`src/rtl/match_sequencer.sv`:
```
// Match phase controller for the ball-and-paddle game: serve timing, rally scoring, win detection.
// Optional pause input enabled by defining MATCH_SEQUENCER_PAUSE_EN.
module match_sequencer #(
  parameter int unsigned WIN_SCORE          = 11,
  parameter int unsigned SERVE_DELAY_FRAMES = 60,
  parameter int unsigned GAMEOVER_FRAMES    = 180
) (
  input  logic       clk,
  input  logic       rst,
  input  logic       frame_tick,
  input  logic       start,
  input  logic       miss_p1,
  input  logic       miss_p2,
`ifdef MATCH_SEQUENCER_PAUSE_EN
  input  logic       pause,
`endif
  output logic       ball_en,
  output logic       players_en,
  output logic       ball_hold,
  output logic       serve_dir,
  output logic [5:0] score_p1,
  output logic [5:0] score_p2,
  output logic       game_over,
  output logic       winner,
  output logic [2:0] state
);

  typedef enum logic [2:0] {
    StIdle  = 3'd0,
    StServe = 3'd1,
    StRally = 3'd2,
    StPoint = 3'd3,
    StOver  = 3'd4
  } state_e;

  localparam int unsigned CntMax = (SERVE_DELAY_FRAMES > GAMEOVER_FRAMES) ?
                                   SERVE_DELAY_FRAMES : GAMEOVER_FRAMES;
  localparam int unsigned CntW   = $clog2(CntMax) + 1;
  localparam logic [CntW-1:0] ServeLast = CntW'(SERVE_DELAY_FRAMES - 1);
  localparam logic [CntW-1:0] OverLast  = CntW'(GAMEOVER_FRAMES - 1);
  localparam logic [5:0]      WinScore  = 6'(WIN_SCORE);
  localparam logic [5:0]      ScoreMax  = 6'd63;

  state_e          state_q, state_d;
  logic [CntW-1:0] cnt_q, cnt_d;
  logic [5:0]      score_p1_q, score_p1_d;
  logic [5:0]      score_p2_q, score_p2_d;
  logic            serve_dir_q, serve_dir_d;
  logic            winner_q, winner_d;
  logic            start_low_q;
  logic            start_edge;
  logic            paused_q, paused_d;

  // Edge detector is armed only once start has been seen low, so a held button never fires.
  assign start_edge = start & start_low_q;

`ifdef MATCH_SEQUENCER_PAUSE_EN
  logic pause_q;
  logic pause_edge;

  assign pause_edge = pause & ~pause_q;

  always_comb begin
    paused_d = paused_q;
    if (pause_edge && (state_q == StServe || state_q == StRally)) begin
      paused_d = ~paused_q;
    end
    if (state_d == StIdle || state_d == StOver) begin
      paused_d = 1'b0;
    end
  end

  always_ff @(posedge clk) begin
    if (!rst) begin
      pause_q  <= 1'b0;
      paused_q <= 1'b0;
    end else begin
      pause_q  <= pause;
      paused_q <= paused_d;
    end
  end
`else
  assign paused_q = 1'b0;
  assign paused_d = 1'b0;
`endif

  always_comb begin
    state_d     = state_q;
    cnt_d       = cnt_q;
    score_p1_d  = score_p1_q;
    score_p2_d  = score_p2_q;
    serve_dir_d = serve_dir_q;
    winner_d    = winner_q;
    case (state_q)
      StIdle: begin
        if (start_edge) begin
          state_d     = StServe;
          cnt_d       = '0;
          score_p1_d  = '0;
          score_p2_d  = '0;
          serve_dir_d = 1'b0;
        end
      end
      StServe: begin
        if (!paused_q && frame_tick) begin
          if (cnt_q == ServeLast) begin
            state_d = StRally;
            cnt_d   = '0;
          end else begin
            cnt_d = cnt_q + 1'b1;
          end
        end
      end
      StRally: begin
        if (!paused_q && (miss_p1 || miss_p2)) begin
          state_d = StPoint;
          // A simultaneous double miss is a void point.
          if (miss_p1 && !miss_p2) begin
            if (score_p2_q != ScoreMax) score_p2_d = score_p2_q + 6'd1;
            serve_dir_d = 1'b0;
          end else if (miss_p2 && !miss_p1) begin
            if (score_p1_q != ScoreMax) score_p1_d = score_p1_q + 6'd1;
            serve_dir_d = 1'b1;
          end
        end
      end
      StPoint: begin
        cnt_d = '0;
        if (score_p1_q >= WinScore) begin
          winner_d = 1'b0;
          state_d  = StOver;
        end else if (score_p2_q >= WinScore) begin
          winner_d = 1'b1;
          state_d  = StOver;
        end else begin
          state_d = StServe;
        end
      end
      StOver: begin
        if (start_edge) begin
          state_d = StIdle;
          cnt_d   = '0;
        end else if (frame_tick) begin
          if (cnt_q == OverLast) begin
            state_d = StIdle;
            cnt_d   = '0;
          end else begin
            cnt_d = cnt_q + 1'b1;
          end
        end
      end
      default: begin
        state_d = StIdle;
        cnt_d   = '0;
      end
    endcase
  end

  always_ff @(posedge clk) begin
    if (!rst) begin
      state_q     <= StIdle;
      cnt_q       <= '0;
      score_p1_q  <= '0;
      score_p2_q  <= '0;
      serve_dir_q <= 1'b0;
      winner_q    <= 1'b0;
      start_low_q <= 1'b0;
      ball_en     <= 1'b0;
      players_en  <= 1'b0;
      ball_hold   <= 1'b1;
      game_over   <= 1'b0;
    end else begin
      state_q     <= state_d;
      cnt_q       <= cnt_d;
      score_p1_q  <= score_p1_d;
      score_p2_q  <= score_p2_d;
      serve_dir_q <= serve_dir_d;
      winner_q    <= winner_d;
      start_low_q <= ~start;
      // Outputs decode the next state so they switch together with state.
      ball_en     <= (state_d == StRally) && !paused_d;
      players_en  <= (state_d == StServe || state_d == StRally || state_d == StPoint) &&
                     !paused_d;
      ball_hold   <= (state_d != StRally);
      game_over   <= (state_d == StOver);
    end
  end

  assign state     = state_q;
  assign score_p1  = score_p1_q;
  assign score_p2  = score_p2_q;
  assign serve_dir = serve_dir_q;
  assign winner    = winner_q;

endmodule
```
`config.mk`:
```
export PLATFORM = sky130hd
export DESIGN_NAME = match_sequencer
export DESIGN_NICKNAME = d
export VERILOG_FILES = /design/src/rtl/match_sequencer.sv
export SDC_FILE = /design/constraint.sdc
export NUM_CORES = 1
export LEC_CHECK = 0
export CORE_MARGIN = 3
export CORE_UTILIZATION = 40
export DETAILED_ROUTE_END_ITERATION = 16
export HOLD_SLACK_MARGIN = 0.08
export PLACE_DENSITY = 0.63
export SLEW_MARGIN = 20
export SYNTH_ARGS = -nofsm -noshare
export SYNTH_HDL_FRONTEND = slang
export SYNTH_SLANG_ARGS = --single-unit
```
`constraint.sdc`:
```
create_clock -name clk -period 2.9 [get_ports clk]
set_input_delay 0.58 -clock clk [delete_from_list [all_inputs] [get_ports clk]]
set_output_delay 0.58 -clock clk [all_outputs]
set_load 0.01 [all_outputs]
```
==> impl_metrics.ini <==
[placed_design]
dp_cells = 248
place_area_mm2 = 0.00192
place.gp.congestion = 0.809
dp_hpwl_um = 2580
port_buffers = 26

[setup_path]
cp.arrival_ns = 2.47
worst-path-max-fanout = 9
crit_type = in2reg
cp-start-kind = primary input
slowest_stage = clkdlybuf4s50_1
critPathRequiredTime_ns = 3.06
cp_cell_sequence = clkdlybuf4s50_1 > nand3b_1 > a32o_1 > o41ai_2 > a31o_1 > nor2_2
cp-end-kind = register
max_stage_delay_ns = 0.60

[final_layout]
area_growth_pct = 23.7
drive_gt1_share_pct = 12.5
final_area_mm2 = 0.00202
instances_no_fill = 256
antenna_cells = 0
nNetsFinal = 219

[clock_network]
clk_latency_ns = 0.28
clockBufferDepth = 2
cts-root-buf = clkbuf_8
cts_tree = built
htreeDepth = 2
cts.sink_count = 31
cts_setup_buffers = 0
clkSlewWorstSetupHoldPaths_ns = 0.06
cts_hold_buf = 0
numCtsBuffers = 5
ctsResizeCount = 0

[flow_run]
cap_violations = 0

[status]
status = complete, no violations

[detailed_routing]
post_drt_wl_per_cell_um = 14.0
num_vias = 1372
drt_iter0_markers = 69
drcViolationCount = 0
antenna_left = 0
firstDrtPassIters = 4
wirelength_um = 3580
viasPerCell = 5.36

[sta]
fmaxAchievable_mhz = 432
slew_headroom_pct = 64.3
worst_pin_slew_ns = 0.532
period_minus_slack_ns = 2.32
grt_setup_unrepaired = no
slew_violations = 0
hold_viol = 0
tns_ns = 0
clock_skew_ns = 0.00220
setup_viol = 0
period_share_pct = 79.9

[logic_synthesis]
ys_seq_area_share_pct = 37.9
synth_cells = 179
yosys.area.top_type_share_pct = 37.9
syn_area_per_cell_um2 = 9.14
synth_ff_type = dfxtp_1
syn-cell-area_mm2 = 0.00164
synthTopCellsByArea = dfxtp_1 38%, xnor2_1 5.4%, ha_1 4.6%, nor2_1 4.1%, nor2_2 3.4%
yosysWarnings = 0
async_reset_ff_share_pct = 0
ys_ff_latch = 31
synth_nets = 191
yosysMostFrequentCell = dfxtp_1
synth-edff-count = 0
synth.distinct_cells = 47
synth_largest_area_cell = dfxtp_1
synth_top_cells_by_count = 31 x dfxtp_1, 18 x nor2_1, 12 x nand2_1

[global_routing]
grt_start_max_net_pins = 14
grt_pass1_vias = 1328
grt_overflow = 0
grt_pass1_wl_um = 5950
antenna_found_initial = 0
track_usage_pct = 15.2

[power_and_ir_drop]
worst_ir_drop_vdd_mv = 0.262
power_density_mw_per_mm2 = 431
p_leak_nw = 0.700
total_power_mw = 0.872

[floorplan]
die_area_mm2 = 0.00489
die_w_um = 69.9
ios = 27
start_util_pct = 43.1
rows = 22
core_area_mm2 = 0.00380
die_y_um = 69.9

[worst_hold_path]
min_path_type = reg2reg
[layer usage]
| layer | track usage [%] | routed length, µm | up-vias |
|---|---|---|---|
| li1 | - | - | 690 |
| met1 | 17.7 | 1700 | 654 |
| met2 | 24.9 | 1670 | 22 |
| met3 | 4.89 | 150 | 6 |
| met4 | 7.66 | 68 | 0 |
| met5 | 0 | 0 | - |
[path summary, 6_finish.rpt]
| path | from | endpoint | slack, ns | cells past startpoint |
|---|---|---|---|---|
| max | start | cnt_q[3] | 0.58 | 6 |
| min reg2reg | serve_dir | serve_dir | 0.49 | 2 |
| min | serve_dir | serve_dir | 0.49 | 2 |
| max reg2reg | cnt_q[0] | cnt_q[3] | 0.87 | 6 |
[sequential cells by signal (all words and copies together) (netlist names)]
register     flops
game_over        1
ball_en          1
ball_hold        1
serve_dir        1
players_en       1
score_p2         6
start_low_q      1
score_p1         6
winner           1
state            3
cnt_q            9
[placed cells by master (no fill, tap or decap), types with 2 or more instances in the layout]
cell	count
nand3_1	10
and2_1	2
xor2_1	6
nor2_2	9
nor3_1	3
nand2b_1	2
dfxtp_1	31
nor2b_1	3
a21oi_1	4
nand4_1	6
o21ai_1	2
nand2_1	12
xnor2_1	10
nand3b_1	2
or3_1	2
a211oi_1	3
nor2_1	18
ha_1	6
o21ai_0	4
and3_1	3
nand4b_1	2
inv_1	6
o21a_1	5
clkdlybuf4s50_1	26
and4_1	2
clkbuf_8	7
[report_power, final]
part | total (mW) | leakage (nW) | switching (mW) | internal [mW]
combinational | 0.0645 | 0.398 | 0.0359 | 0.0286
clock | 0.370 | 0.0515 | 0.154 | 0.216
sequential | 0.438 | 0.250 | 0.00671 | 0.431
total | 0.872 | 0.700 | 0.196 | 0.676
[through the flow]
stage | util, % | setup WS, ns | hold slack (ns)
CTS | 53.3 | 0.577 | 0.495
global route | 53.3 | 0.499 | 0.514
floorplan | - | 1.09 | 0.461
global placement | 50.6 | 0.378 | 0.471
finish | 53.3 | 0.583 | 0.491
detailed placement | 50.6 | 0.290 | 0.485
[logic make-up after synthesis]
group	Yosys count	synth area share, %
and+or+nand+nor	81	27.8
AOI/OAI and AO/OA	32	16.6
adders and majority gates	6	4.59
buffers and inverters	12	3.83
muxes	1	0.612
DFF	31	37.9
xor gates and xnor gates	16	8.57
[cell type report]
cell class                 count  area, µm²
sequential                    31        621
fill                         350       1780
multi-input combinational    136        952
clock buffer                   8        100
inverter                       6       22.5
timing repair buffer          27        268
tap                           48       60.1
[critical path: cells and delay by family]
kind / cells / cell delay [ns]
simple gates: 2 / 0.23
compound gates: 3 / 1.07
buf+inv: 1 / 0.60
(Power assumes the default switching activity.)
==> RTL edit 1: new RTL, same settings <==
Add a define of `MATCH_SEQUENCER_PAUSE_EN`.
--- a/src/rtl/match_sequencer.sv
+++ b/src/rtl/match_sequencer.sv
@@ -1,5 +1,7 @@
 // Match phase controller for the ball-and-paddle game: serve timing, rally scoring, win detection.
 // Optional pause input enabled by defining MATCH_SEQUENCER_PAUSE_EN.
+`define MATCH_SEQUENCER_PAUSE_EN
+
 module match_sequencer #(
   parameter int unsigned WIN_SCORE          = 11,
   parameter int unsigned SERVE_DELAY_FRAMES = 60,
Ports: changed (added pause); port bits go from 27 to 28. The function was not compared with the original's and may differ.
==> RTL edit 1 against the original RTL <==
Synthesized cell count up 23%; worst setup slack better by 120 ps; sequential power up 5.7%; count of clock-buffer cells in the layout down 1; synthesized area up 8.2%; final area up 8.2%; via count up 23%; total power up 12%; die area up 7.5%; sequential cell count up 2; routed wire length up 17%; first-iteration DRC count up 13%.
==> RTL edit 1: results (changes against the original RTL) <==
metric,value,unit,change
run status,"finished, final reports clean",,unchanged
mux cell area share after synthesis,0.5658,%,was 0.6121%
Port Buffers,27,,was 26
Post-Synth Adder-Cell Area,2.122,%,was 4.591%
drt initial violations,78,,was 69
DPL Wire Length,3010,µm,was 2576 µm
fill count,406,,was 350
combinational power,0.0000677,W,was 0.0000645 W
vias,1687,,was 1372
most frequent cells after synthesis,"33 x dfxtp_1, 30 x nor2_1, 21 x nand2_1",,"was 31 x dfxtp_1, 18 x nor2_1, 12 x nand2_1"
WHS Endpoint,cnt_q[1],,was serve_dir
crit-path max FO,14,,was 9
hold wc startpoint,cnt_q[1],,was serve_dir
library cells used by synthesis,48,,was 47
vias in the first global route,1561,,was 1328
Reg-to-Reg Start,state[1],,was cnt_q[0]
reg2reg path depth,5,,was 6
CP max-delay cell,a21oi_2,,was clkdlybuf4s50_1
XOR/XNOR Fraction of Synth Area,2.970,%,was 8.569%
top post-synthesis cells by area,"dfxtp_1 37%, nor2_1 6.4%, nand3_1 5.1%",,"was dfxtp_1 38%, xnor2_1 5.4%, ha_1 4.6%"
Hold Path Depth,2,,unchanged
share of cells above drive strength 1,8.367,%,was 12.50%
RR Endpoint,score_p1[3],,was cnt_q[3]
compound-gate portion of the synthesized area,19.38,%,was 16.60%
Internal Pwr Total,0.0007663,W,was 0.0006759 W
hold buffer count at cts,0,,unchanged
Critical Path AT,2400,ps,was 2470 ps
Max Clk Rate,0.4550,GHz,was 0.4316 GHz
"worst slack, placed",434.7,ps,was 290.1 ps
VDD IR max,283.4,µV,was 261.7 µV
Synth Net Count,231,,was 191
"Clk Latency, worst-skew pair",280,ps,about the same
first-pass GRT wire length,7327,µm,was 5947 µm
Worst path max stage delay,510,ps,was 600 ps
headroom to the max-slew limit,56.11,%,was 64.28%
sequential fraction of the synthesis area,37.34,%,was 37.95%
CP top delay family,compound AO/OA/AOI/OAI gates,,unchanged
nets,260,,was 219
GRT Total Usage,17.54,%,was 15.21%
GPL Wtd Cong,0.8128,,was 0.8089
worst min-delay path category,flip-flop to flip-flop,,unchanged
final wirelength,4179,µm,was 3581 µm
initial antenna violation count,0,,unchanged
Biggest register,cnt_q,,unchanged
largest net degree at the start of global routing,19,,was 14
number of flip-flops in the largest register,9,,unchanged
Setup crit end,cnt_q[7],,was cnt_q[3]
Clock Skews,3.837,ps,was 2.204 ps
share of power burned in registers,47.3,%,was 50.2%
Leak,0.7448,nW,was 0.6997 nW
FF-to-FF setup slack,790,ps,was 870 ps
hold_ws,484.0,ps,was 491.1 ps
[RTL edit 1: area by class of cell]
class                      count  share of cell area, %
multi-input combinational    174                  47.43
sequential                    33                  30.17
timing repair buffer          29                  13.03
clock buffer                   7                  3.943
tap                           50                  2.857
clock inverter                 1                  1.371
inverter                       7                  1.200
[RTL edit 1: per-stage QoR]
| step | instance area, µm² | power, W | instances |
|---|---|---|---|
| 2_1_floorplan | 1769 | 0.0005146 | 221 |
| 3_3_place_gp | 2073 | 0.0005404 | 293 |
| 3_5_place_dp | 2073 | 0.0005403 | 293 |
| 4_1_cts | 2190 | 0.0009874 | 301 |
| 5_1_grt | 2190 | 0.001019 | 301 |
| 6_report | 2190 | 0.0009787 | 301 |
[RTL edit 1: layer usage]
layer	vias up	track usage, %	share of wire [%]
met5	-	0	0
met2	42	25.99	43
met4	0	4.918	0.98
li1	848	-	-
met1	793	25.45	51
met3	4	4.017	4.6
==> RTL edit 2: new RTL, same settings <==
Made on the original files. Register the output `score_p1` once more, without a reset; this adds one clock of latency there. The other outputs are not delayed to match.
--- a/src/rtl/match_sequencer.sv
+++ b/src/rtl/match_sequencer.sv
@@ -187,7 +187,9 @@
   end
 
   assign state     = state_q;
-  assign score_p1  = score_p1_q;
+  always_ff @(posedge clk) begin
+    score_p1 <= score_p1_q;
+  end
   assign score_p2  = score_p2_q;
   assign serve_dir = serve_dir_q;
   assign winner    = winner_q;
Function: same outputs for any inputs over 10 cycles, from zero or initial values and one cycle with rst low; that may be too few to reach the edited logic, so the function may still have changed.
==> RTL edit 2 against the original RTL <==
Count of clock-buffer cells in the layout down 3; total power rose by 28%; highest routed layer unchanged; largest power group is now clock; synthesized area is 8.0% higher; clock skew up 2.6 ps; final area increased by 8.8%; synthesized cell count is 5.6% higher; die area rose by 7.3%; routed wire length is 6.1% higher; sequential cell count is 6 higher; critical path type unchanged; worst setup slack worse by 95 ps.
==> RTL edit 2: results (changes against the original RTL) <==
metric,value,unit,change
run status,"finished, final reports clean",,unchanged
crit-path max FO,13,,was 9
Worst-Margin Slew,540.9,ps,was 532.2 ps
dpl cells,260,,was 248
DPL Wire Length,2835,µm,was 2576 µm
Routed met2 length,1814,µm,was 1665 µm
met1 usage,19.63,%,was 17.71%
Clock Skews,4.809,ps,was 2.204 ps
nets,229,,was 219
Detailed Routing Iterations Pass 1,5,,was 4
share of cells above drive strength 1,10.55,%,was 12.50%
mux cell area share after synthesis,2.266,%,was 0.6121%
Clock Tree Buf Depth,2,,unchanged
grt met3 use,4.294,%,was 4.892%
library cells used by synthesis,46,,was 47
Synth Net Count,201,,was 191
fill count,400,,was 350
routed length on met1,1757,µm,was 1697 µm
combinational power,0.0000658,W,was 0.0000645 W
top post-synthesis cells by area,"dfxtp_1 42%, xnor2_1 4.5%, ha_1 4.2%",,"was dfxtp_1 38%, xnor2_1 5.4%, ha_1 4.6%"
XOR/XNOR Fraction of Synth Area,6.941,%,was 8.569%
vias,1451,,was 1372
largest net degree at the start of global routing,17,,was 14
fin util,53.14,%,was 53.26%
Non-Clock Buffer Area Fraction,13.18,%,was 13.23%
Post-Synth Adder-Cell Area,4.249,%,was 4.591%
Reg area,740.7,µm²,was 620.6 µm²
multi-input logic area,959.7,µm²,was 952.2 µm²
Setup crit end,score_p1_q[2],,was cnt_q[3]
vias in the first global route,1393,,was 1328
RR Endpoint,ball_en,,was cnt_q[3]
GPL Wtd Cong,0.7901,,was 0.8089
VDD IR max,237.3,µV,was 261.7 µV
Leak,0.7855,nW,was 0.6997 nW
GRT Total Usage,15.71,%,was 15.21%
H-tree depth,2,,unchanged
multi-input gates,139,,was 136
drt initial violations,66,,was 69
most frequent cells after synthesis,"37 x dfxtp_1, 16 x nor2_1, 12 x nand2_1, 12 x nand3_1, 9 x xnor2_1",,"was 31 x dfxtp_1, 18 x nor2_1, 12 x nand2_1"
fin cells,268,,was 256
crit path from,miss_p1,,was start
compound-gate portion of the synthesized area,18.70,%,was 16.60%
Comb pwr share,5.9,%,was 7.4%
"worst slack, placed",170.6,ps,was 290.1 ps
met3 wire length,182,µm,was 150 µm
inverters,4,,was 6
final-layout clock-cell area share,6.080,%,was 4.947%
Avg WL per Cell,14.17,µm,was 13.99 µm
Worst-path clk slew,80,ps,was 60 ps
Seq/total area,33.64,%,was 30.67%
dpl cell area,0.002068,mm²,was 0.001923 mm²
M2 GR Usage,25.99,%,was 24.87%
Final period util,83.17,%,was 79.90%
==> RTL edit 2: changes by cell type after synthesis, sizes merged, moves of 4 or more <==
cell   delta
a21oi     +5
a31oi     +4
dfxtp     +6
nor2     -11
==> RTL edit 2: worst max-delay path: stages <==
cell and delay (ps):
clkdlybuf4s50_1 490, inv_1 70, ha_1 180, nand2b_1 150, a211o_1 510, a21oi_2 280
o21ai_1 110, a31o_1 220
==> RTL edit 2: how the worst min path moves through the flow <==
| stage | startpoint | to | slack, ps | cells past startpoint |
|---|---|---|---|---|
| CTS | score_p1_q[5] | score_p1[5] | 410 | 0 |
| finish | score_p1_q[5] | score_p1[5] | 410 | 0 |
| detailed placement | score_p1_q[5] | score_p1[5] | 400 | 0 |
| floorplan | score_p1_q[5] | score_p1[5] | 380 | 0 |
| global placement | score_p1_q[5] | score_p1[5] | 390 | 0 |
| global route | score_p1_q[5] | score_p1[5] | 420 | 0 |
